File: config.mk
export PLATFORM = sky130hd
export DESIGN_NAME = mult_control_flat
export DESIGN_NICKNAME = d
export VERILOG_FILES = /design/src/rtl/mult_pkg.sv /design/src/rtl/mult_control_if.sv /design/src/rtl/mult_control_booth_decode.sv /design/src/rtl/mult_control.sv /design/src/flat_wrapper.sv
export SDC_FILE = /design/constraint.sdc
export NUM_CORES = 1
export LEC_CHECK = 0
export ABC_AREA = 0
export BUFFER_PORTS_ARGS = -buffer_cell sky130_fd_sc_hd__buf_2
export CAP_MARGIN = 20
export CORE_AREA = 10 10 47 49
export CTS_CLUSTER_DIAMETER = 40
export CTS_CLUSTER_SIZE = 20
export DETAILED_ROUTE_END_ITERATION = 10
export DIE_AREA = 0 0 57 59
export SYNTH_ARGS = -nofsm -noshare
export SYNTH_HDL_FRONTEND = slang
export SYNTH_HIERARCHICAL = 1
export SYNTH_SLANG_ARGS = --single-unit
File: constraint.sdc
create_clock -name clock -period 3.36 [get_ports clock]
set_input_delay 0.672 -clock clock [delete_from_list [all_inputs] [get_ports clock]]
set_output_delay 0.672 -clock clock [all_outputs]
set_load 0.005 [all_outputs]
File: src/rtl/mult_pkg.sv
// Shared types and constants for the radix-4 Booth multiplier control path.
// Holds the FSM state enum, Booth window codes and the window-to-strobe lookup.
package mult_pkg;

    localparam int STEPS_DEFAULT = 16;
    localparam int CNT_W_DEFAULT = 5;

    typedef enum logic [1:0] {
        ST_IDLE = 2'd0,
        ST_RUN  = 2'd1,
        ST_DONE = 2'd2
    } state_e;

    // Booth windows {b[i+1], b[i], b[i-1]}; each of 0, +1 and -1 has two encodings.
    localparam logic [2:0] BOOTH_Z   = 3'b000;
    localparam logic [2:0] BOOTH_P1  = 3'b001;
    localparam logic [2:0] BOOTH_P1B = 3'b010;
    localparam logic [2:0] BOOTH_P2  = 3'b011;
    localparam logic [2:0] BOOTH_M2  = 3'b100;
    localparam logic [2:0] BOOTH_M1  = 3'b101;
    localparam logic [2:0] BOOTH_M1B = 3'b110;
    localparam logic [2:0] BOOTH_ZB  = 3'b111;

    typedef struct packed {
        logic add;
        logic sub;
        logic shift_mcand;
        logic nop;
    } booth_ctl_t;

    function automatic booth_ctl_t booth_lookup(input logic [2:0] win);
        booth_ctl_t ctl;
        ctl = '0;
        unique case (win)
            BOOTH_Z, BOOTH_ZB:   ctl.nop = 1'b1;
            BOOTH_P1, BOOTH_P1B: ctl.add = 1'b1;
            BOOTH_P2:            begin ctl.add = 1'b1; ctl.shift_mcand = 1'b1; end
            BOOTH_M2:            begin ctl.sub = 1'b1; ctl.shift_mcand = 1'b1; end
            BOOTH_M1, BOOTH_M1B: ctl.sub = 1'b1;
            default:             ctl.nop = 1'b1;
        endcase
        return ctl;
    endfunction

endpackage

File: src/rtl/mult_control_if.sv
// Strobe bundle between the multiplier datapath (master) and mult_control (slave).
interface mult_control_if;
    logic       start;
    logic [2:0] data_in;
    logic       add;
    logic       sub;
    logic       shiftMultiplicand;
    logic       shiftProduct;
    logic       nop;
    logic       ready;

    modport master (
        output start, data_in,
        input  add, sub, shiftMultiplicand, shiftProduct, nop, ready
    );

    modport slave (
        input  start, data_in,
        output add, sub, shiftMultiplicand, shiftProduct, nop, ready
    );
endinterface

File: src/rtl/mult_control_booth_decode.sv
// Combinational Booth window decoder; all strobes are forced low when not enabled.
module booth_decode
    import mult_pkg::*;
(
    input  logic       en,
    input  logic [2:0] data_in,
    output booth_ctl_t ctl
);

    always_comb begin
        // NOTE: default every always_comb output first so no path leaves it unassigned (no latch).
        ctl = '0;
        if (en) begin
            ctl = booth_lookup(data_in);
        end
    end

endmodule

File: src/rtl/mult_control.sv
// Iteration FSM for the radix-4 Booth multiplier: counts STEPS shifts, then raises ready.
// Optional MULT_CONTROL_BUSY_EN adds a `busy` output that is high while iterating.
module mult_control
    import mult_pkg::*;
#(
    parameter int STEPS = STEPS_DEFAULT,
    parameter int CNT_W = CNT_W_DEFAULT
) (
    input  logic                 clock,
    input  logic                 reset,
    mult_control_if.slave        bus
`ifdef MULT_CONTROL_BUSY_EN
    ,
    output logic                 busy
`endif
);

    localparam logic [CNT_W-1:0] LAST_CNT = CNT_W'(STEPS - 1);

    state_e           state_q, state_d;
    logic [CNT_W-1:0] cnt_q, cnt_d;
    logic             run_q, run_d;
    logic             ready_q, ready_d;
    booth_ctl_t       ctl;

    always_comb begin
        state_d = state_q;
        cnt_d   = cnt_q;
        unique case (state_q)
            ST_IDLE, ST_DONE: begin
                if (bus.start) begin
                    state_d = ST_RUN;
                    cnt_d   = '0;
                end
            end
            ST_RUN: begin
                // A start during RUN abandons the current product and begins again.
                if (bus.start) begin
                    cnt_d = '0;
                end else if (cnt_q == LAST_CNT) begin
                    state_d = ST_DONE;
                    cnt_d   = '0;
                end else begin
                    cnt_d = cnt_q + CNT_W'(1);
                end
            end
            default: begin
                state_d = ST_IDLE;
                cnt_d   = '0;
            end
        endcase
        run_d   = (state_d == ST_RUN);
        ready_d = (state_d == ST_DONE);
    end

    // NOTE: sequential state uses non-blocking assignments so every flop samples pre-edge values.
    always_ff @(posedge clock) begin
        if (reset) begin
            state_q <= ST_IDLE;
            cnt_q   <= '0;
            run_q   <= 1'b0;
            ready_q <= 1'b0;
        end else begin
            state_q <= state_d;
            cnt_q   <= cnt_d;
            run_q   <= run_d;
            ready_q <= ready_d;
        end
    end

    booth_decode u_decode (
        .en      (run_q),
        .data_in (bus.data_in),
        .ctl     (ctl)
    );

    assign bus.add               = ctl.add;
    assign bus.sub               = ctl.sub;
    assign bus.shiftMultiplicand = ctl.shift_mcand;
    assign bus.nop               = ctl.nop;
    assign bus.shiftProduct      = run_q;
    assign bus.ready             = ready_q;

`ifdef MULT_CONTROL_BUSY_EN
    assign busy = run_q;
`endif

endmodule

File: src/flat_wrapper.sv
// flat-port wrapper written by rule: the top's interface ports become plain ports
module mult_control_flat import mult_pkg::*;
#(
    parameter int STEPS = STEPS_DEFAULT,
    parameter int CNT_W = CNT_W_DEFAULT
)
  (clock, reset, bus_start, bus_data_in, bus_add, bus_sub, bus_shiftMultiplicand, bus_shiftProduct, bus_nop, bus_ready);
  mult_control_if bus_i ();
  input  logic clock;
  input  logic reset;
  input wire logic [$bits(bus_i.start)-1:0] bus_start;
  input wire logic [$bits(bus_i.data_in)-1:0] bus_data_in;
  output wire logic [$bits(bus_i.add)-1:0] bus_add;
  output wire logic [$bits(bus_i.sub)-1:0] bus_sub;
  output wire logic [$bits(bus_i.shiftMultiplicand)-1:0] bus_shiftMultiplicand;
  output wire logic [$bits(bus_i.shiftProduct)-1:0] bus_shiftProduct;
  output wire logic [$bits(bus_i.nop)-1:0] bus_nop;
  output wire logic [$bits(bus_i.ready)-1:0] bus_ready;
  assign bus_i.start = bus_start;
  assign bus_i.data_in = bus_data_in;
  assign bus_add = bus_i.add;
  assign bus_sub = bus_i.sub;
  assign bus_shiftMultiplicand = bus_i.shiftMultiplicand;
  assign bus_shiftProduct = bus_i.shiftProduct;
  assign bus_nop = bus_i.nop;
  assign bus_ready = bus_i.ready;
  mult_control #(.STEPS(STEPS), .CNT_W(CNT_W)) u_core (.clock(clock), .reset(reset), .bus(bus_i));
endmodule
After elaboration in Yosys (flattened, before gate mapping) --
Index checks and enable logic that the tools add are counted.
Cells by class: add/sub/neg operators 1, reduce and logical (&&, ||, !) cells 7, multiplexer cells 13, equal/unequal tests 13
Operators by type and width (count):
- $mux W5 | 3
- $eq A3 B3 Y1 const B | 4
- $pmux W5 S2 | 1
- $eq A3 B2 Y1 const B | 2
- $mux W2 | 3
- $reduce_or A2 Y1 | 3
- $reduce_or A3 Y1 | 2
- $add A5 B1 Y5 const B | 1
- $eq A5 B4 Y1 const B | 1
- $eq A2 B1 Y1 const B | 2
- $eq A2 B2 Y1 const B | 2
- $mux W1 | 4
- $mux W4 | 1
- $pmux W2 S2 | 1
- $eq A3 B1 Y1 const B | 1
- $logic_not A3 Y1 | 1
- $logic_not A2 Y1 | 1
- $ne A2 B2 Y1 const B | 1
Word-level totals: logic and storage cells 38, input bits 6, output and inout bits 6, flip-flop bits (word level) 9

Longest topological paths before layout --
Gate-level depths: netlist of the first run.
depth after elaboration 5, depth in mapped cells 4, depth with buffers taken out 4

Hierarchy --
The synthesis of the first run kept the hierarchy.
Modules (own cells, without submodules):
- mult_control | sequential area each 180.2 um^2, area an instance 390.4 um^2, times used 1, cells an instance 40
- booth_decode | sequential area each 0.0 um^2, area an instance 66.3 um^2, times used 1, cells an instance 8

Least setup slack after synthesis of the first run --
OpenSTA, ideal clock, no wires.
kind input port to output port, start point input bus_data_in[0], end point output bus_shiftMultiplicand, path slack 1.630 ns, buffers on the path 0, data required time 2.688 ns, arrival 1.058 ns, cell stages on the path 2, cell sequence or2_4 -> o22ai_2
On the way: word-level cells in the longest chain between the ends 4, elaborated cells between the ends (all ways) 5, classes of those cells 2 x eq/ne; 2 x mux; 1 x reduce/logical
RTL lines:
- from (decl) | RTL line flat_wrapper.sv:12 | input wire logic [$bits(bus_i.data_in)-1:0] bus_data_in;
- $eq A3 B3 Y1 / $eq A3 B2 Y1 (equally long branches) | RTL line mult_pkg.sv:34 | unique case (win)
- $reduce_or A2 Y1 (no source line) *
- $mux W1 * | RTL line mult_pkg.sv:34
- $mux W4 * | RTL line mult_control_booth_decode.sv:13 | if (en) begin
- to (decl) | RTL line flat_wrapper.sv:15 | output wire logic [$bits(bus_i.shiftMultiplicand)-1:0] bus_shiftMultiplicand;
Every way passes the cells marked *; elsewhere a longest branch is shown, timed or not.

Final worst setup path of the first run --
Same ends and word-level chain as after synthesis.

==> out/results.ini, run 1 <==
[synth]
synth.distinct_cells = 26
yosysWarnings = 6
synth_area_leaders = dfxtp_1 39%, a21oi_1 5.5%, nand2b_1 5.5%
async_flop_share_pct = 0
synth-edff-count = 0
synth_top_area_cell = dfxtp_1
syn_avg_cell_area_um2 = 9.51
ys_ff_latch = 9
netlist_area_um2 = 457
syn_nets = 55
ys.flop_type = dfxtp_1
yosysSeqAreaShare_pct = 39.5
synth_top_area_share_pct = 39.5
synthCells = 48

[layout]
seqCellArea_um2 = 180
syn2layout_area_growth_pct = 20.3
finish.utilization_pct = 39.2
layout-drive-gt1-share_pct = 36.1
fill_cells = 153
nets = 69
instances_no_fill = 77
multi_input_area_um2 = 264
antenna-diode-count = 0
design_area_um2 = 549

[global_routing]
antenna_found_initial = 0
grt_pass1_wl_mm = 1.66
grtUsageTotal_pct = 6.26
grt_pass1_vias = 368
grt_max_degree = 13
grt-ovfl-total = 0

[sta]
slew_headroom_pct = 72.9
rsz0062_at_grt = false
fmax_ghz = 0.508
worst_slack_ns = 1.39
final-setup-viol-count = 0
slew_viol_final = 0
final.min_clock_period_ns = 1.97
finalClockSkew_ns = 0.00371
setup_tns_ns = 0
tightest_slew_ns = 0.405
hold_viol_final = 0
period_share_pct = 58.6

[placement]
placed_cells_incl_taps = 73
dpl_cell_area_um2 = 523
dp_hpwl_um = 709
pre_cts_slack_ns = 1.39
io_buffers = 11
place.gp.congestion = 0.719

[cts]
insertion_delay_ns = 0.26
cts_setup_buffers = 0
path_clk_slew_ns = 0.06
cts_sinks = 9
htree_levels = 1
cts_tree = yes
clk_path_buf_depth = 2
cts_hold_buf = 0
cts_resized = 0
clock-root-buffer = clkbuf_4
cts_buffers = 3

[worst_setup_path]
path_max_fanout = 3
crit_type = in -> out
critPathArrivalTime_ns = 1.30
end_kind = output port
start_kind = input pin
required_ns = 2.69
rrSetupSlack_ns = 2.03

[drt]
drt_first_pass_iters = 4
routed_wl_um = 971
wl_per_cell_um = 12.6
dr.first_iter.drc_count = 8
ant_nets = 0
drcViolationCount = 0
post_drt_via_cell_ratio = 5.12
vias = 394

[floorplan]
rows = 14
die-area_mm2 = 0.00336
core_mm2 = 0.00140
die_h_um = 59
io_pins = 12
die_w_um = 57
start_util_pct = 32.6

[pwr]
power.density_mw_per_mm2 = 398
p_leak_nw = 0.213
ir_worst_vdd_mv = 0.241

[min_path]
hold_class = reg -> reg

[job]
maxCapViolations = 0

[status]
status = complete, no violations

## registers in the layout, summed over array words and instances (netlist names)
name / count
u_core/state_q: 2
u_core/cnt_q: 5
u_core/bus.shiftProduct: 1
u_core/bus.ready: 1
## cell families after synthesis
group	after synthesis	synth area share (%)
AO/OA/AOI/OAI	14	21.9
adder cells (fa/ha/maj)	1	2.74
buffers and inverters	3	2.74
flip-flops	9	39.5
AND/OR/NAND/NOR	21	33.2
## report_power, final
group,switching (W),internal (W),total (W)
registers,0.00000398,0.000109,0.000113
clock network,0.0000387,0.0000458,0.0000846
logic,0.00000989,0.0000112,0.0000211
## worst max-delay path: stages
cell	delay, ns
buf_2	0.11
or2_4	0.26
o22ai_2	0.13
buf_2	0.13
## layer usage
layer  vias to the layer above  GRT usage (%)  part of all wire [%]
met5                         -              0                     0
met4                         0           2.01                     0
met3                         0           5.36                    11
met2                        13           8.22                    39
met1                       180           7.24                    50
li1                        201              -                     -
## path summary, 6_finish.rpt
check | from | end | cells past startpoint
max | bus_data_in[0] | bus_shiftMultiplicand | 4
min | u_core/cnt_q[4] | u_core/cnt_q[4] | 2
max reg2reg | u_core/cnt_q[0] | u_core/cnt_q[0] | 4
min reg2reg | u_core/cnt_q[4] | u_core/cnt_q[4] | 2
## cell usage in the layout (no fill, tap or decap), types with 2 or more instances in the layout
cell type / netlist / layout
buf_2: 1 / 11
dfxtp_1: 9 / 9
a21oi_1: 5 / 5
nand2b_1: 4 / 4
clkbuf_4: 0 / 3
a211oi_1: 3 / 3
nor2_1: 3 / 3
nand4b_1: 2 / 2
nand2_1: 2 / 2
o22ai_2: 2 / 2
## layout make-up
type                            count  area share (%)
Timing Repair Buffer               11            10.0
Inverter                            1           0.683
Sequential cell                     9            32.8
Tap cell                           16            3.64
Clock buffer                        4            4.78
Multi-Input combinational cell     36            48.1
## cell usage after synthesis (all sizes together) (2+ instances only)
| master | instances |
|---|---|
| dfxtp | 9 |
| a21oi | 5 |
| nand2b | 5 |
| a211oi | 3 |
| nor2 | 3 |
| nand2 | 2 |
| nand4b | 2 |
| o22ai | 2 |
| or2 | 2 |
## per-stage QoR
step / hold WS, ns / total power, W
finish: 0.443 / 0.000219
global route: 0.469 / 0.000231
detailed placement: 0.420 / 0.000137
global placement: 0.416 / 0.000136
CTS: 0.432 / 0.000223
floorplan: 0.404 / 0.000128
(Power assumes the default switching activity.)
==> run 2, diff against run 1 <==
clock period = 1.75 ns   (was 3.36 ns; I/O delays follow)
==> run 2 against run 1 <==
Cell count rose by 1.3%. Utilization rose by 0.54 points. Combinational power rose by 120%. Sequential power rose by 88%. Sequential share of layout area fell by 0.44 points. Design area rose by 1.4%. Non-clock buffer count rose by 1. Register-to-register slack got worse by 1.7 ns. Critical path depth did not move. Largest power group unchanged. Wire length rose by 5.9%. Clock-buffer cell count did not move.
==> out/results.ini, run 2 (synthesis results as in run 1) <==
[sta]
worst_slack_ns = 0.373  ; was 1.39 ns
finalClockSkew_ns = 0.00602  ; was 0.00371 ns
final-setup-viol-count = 0  ; unchanged
tightest_slew_ns = 0.252  ; was 0.405 ns
rsz0062_at_grt = false  ; unchanged
fmax_ghz = 0.726
slew_viol_final = 0  ; unchanged
whs_ns = 0.277  ; was 0.443 ns
slew_headroom_pct = 83.2  ; was 72.9%
final.min_clock_period_ns = 1.38
setup_tns_ns = 0  ; unchanged
hold_viol_final = 0  ; unchanged
period_share_pct = 78.7

[floorplan]
die_w_um = 57  ; unchanged
io_pins = 12  ; unchanged
start_util_pct = 32.6  ; unchanged
die_h_um = 59  ; unchanged
die-area_mm2 = 0.00336  ; unchanged
rows = 14  ; unchanged
core_mm2 = 0.00140  ; unchanged

[placement]
place.gp.congestion = 0.726  ; was 0.719
pre_cts_slack_ns = 0.418  ; was 1.39 ns
dp_hpwl_um = 772  ; was 709 µm
placed_cells_incl_taps = 74  ; was 73
io_buffers = 11  ; unchanged
dpl_cell_area_um2 = 531  ; was 523 µm²

[layout]
instances_no_fill = 78  ; was 77
top_register = u_core/cnt_q  ; unchanged
reg.largest.list = u_core/cnt_q: 5 flops, u_core/state_q: 2 flops  ; unchanged
layout-drive-gt1-share_pct = 37.1  ; was 36.1%
design_area_um2 = 557  ; was 549 µm²
largest_reg_flops = 5  ; unchanged
seqCellArea_um2 = 180  ; unchanged
syn2layout_area_growth_pct = 21.9  ; was 20.3%
antenna-diode-count = 0  ; unchanged
final_cell_mix = 11 x buf_2, 9 x dfxtp_1, 5 x a21oi_1, 4 x nand2b_1  ; unchanged
multi_input_area_um2 = 264  ; unchanged
nets = 70  ; was 69
final_common_cell = buf_2  ; unchanged
fill_cells = 151  ; was 153

[job]
maxCapViolations = 0  ; unchanged

[cts]
htree_levels = 1  ; unchanged
cts_hold_buf = 0  ; unchanged
clock-root-buffer = clkbuf_4  ; unchanged
insertion_delay_ns = 0.26  ; about the same
clk_path_buf_depth = 2  ; unchanged
cts_sinks = 9  ; unchanged
path_clk_slew_ns = 0.06  ; about the same
cts_tree = yes  ; unchanged
cts_resized = 0  ; unchanged
cts_setup_buffers = 0  ; unchanged
cts_buffers = 3  ; unchanged

[global_routing]
grt_max_degree = 12  ; was 13
use_met2_pct = 9.77  ; was 8.22%
grtUsageTotal_pct = 6.48  ; was 6.26%
use_met1_pct = 6.63  ; was 7.24%
busiest_layer = met2  ; unchanged
grt-ovfl-total = 0  ; unchanged
grt_pass1_wl_mm = 1.72  ; was 1.66 mm
antenna_found_initial = 0  ; unchanged
grt_pass1_vias = 368  ; unchanged
use_met3_pct = 5.36  ; unchanged

[worst_setup_path]
crit_type = reg -> reg  ; was in -> out
path_max_fanout = 4  ; was 3
end_kind = register  ; was output port
cpPeakStageDelay_ns = 0.38  ; was 0.26 ns
slowest_stage = or3b_1  ; was or2_4
path_cells = ha_1, nand4b_1, or3b_1, a21oi_1  ; was buf_2, or2_4, o22ai_2, buf_2
start_kind = register  ; was input pin
required_ns = 1.94  ; was 2.69 ns
critPathArrivalTime_ns = 1.57  ; was 1.30 ns

[pwr]
ir_worst_vdd_mv = 0.505  ; was 0.241 mV
p_leak_nw = 0.218  ; was 0.213 nW
power.density_mw_per_mm2 = 754  ; was 398 mW/mm²

[drt]
wl_per_cell_um = 13.2  ; was 12.6 µm
dr.first_iter.drc_count = 11  ; was 8
drcViolationCount = 0  ; unchanged
routed_wl_mm = 1.03  ; was 971 µm
drt_first_pass_iters = 4  ; unchanged
ant_nets = 0  ; unchanged
post_drt_via_cell_ratio = 5.32  ; was 5.12
vias = 415  ; was 394

[status]
status = complete, no violations  ; unchanged

[min_path]
hold_class = in -> reg  ; was reg -> reg

run 2: changes by cell type in the layout (fill, tap and decap cells not counted):
cell and delta:
buf_4 +1
run 2: worst paths after layout:
check / from / to / slack (ns) / cells past startpoint
max reg2reg: u_core/cnt_q[0] / u_core/cnt_q[0] / 0.37 / 4
min reg2reg: u_core/cnt_q[4] / u_core/cnt_q[4] / 0.42 / 2
max: u_core/cnt_q[0] / u_core/cnt_q[0] / 0.37 / 4
min: reset / u_core/bus.shiftProduct / 0.28 / 2
run 2: cell type report:
| cell class | instances | area share [%] |
|---|---|---|
| sequential | 9 | 32.4 |
| timing repair buffer | 12 | 11.2 |
| multi-input combinational | 36 | 47.4 |
| clock buffer | 4 | 4.72 |
| tap | 16 | 3.60 |
| inverter | 1 | 0.674 |
run 2: per-stage QoR:
stage                     power [W]  utilization [%]
after floorplan            0.000246                -
after global placement     0.000264             37.9
after detailed placement   0.000265             37.9
after CTS                  0.000429             39.7
after global routing       0.000450             39.7
final                      0.000420             39.7
run 2: power by group:
part	total, W	internal [W]	switching, W	leakage, nW
clock network	0.000159	0.0000878	0.0000714	0.0150
logic	0.0000472	0.0000235	0.0000237	0.130
registers	0.000213	0.000209	0.00000399	0.0733
run 2: critical path, delay by kind of cell (launching register included):
kind | cells | cell delay (ns)
simple gates | 2 | 0.56
flops | 1 | 0.35
fa+ha+maj | 1 | 0.26
compound gates | 1 | 0.14
run 2: metal layers:
layer  share of wire [%]  vias up  routed length, µm
li1                    -      208                  -
met1                  47      191                480
met2                  43       16                438
met3                  11        0                109
met4                   0        0                  0
met5                   0        -                  0
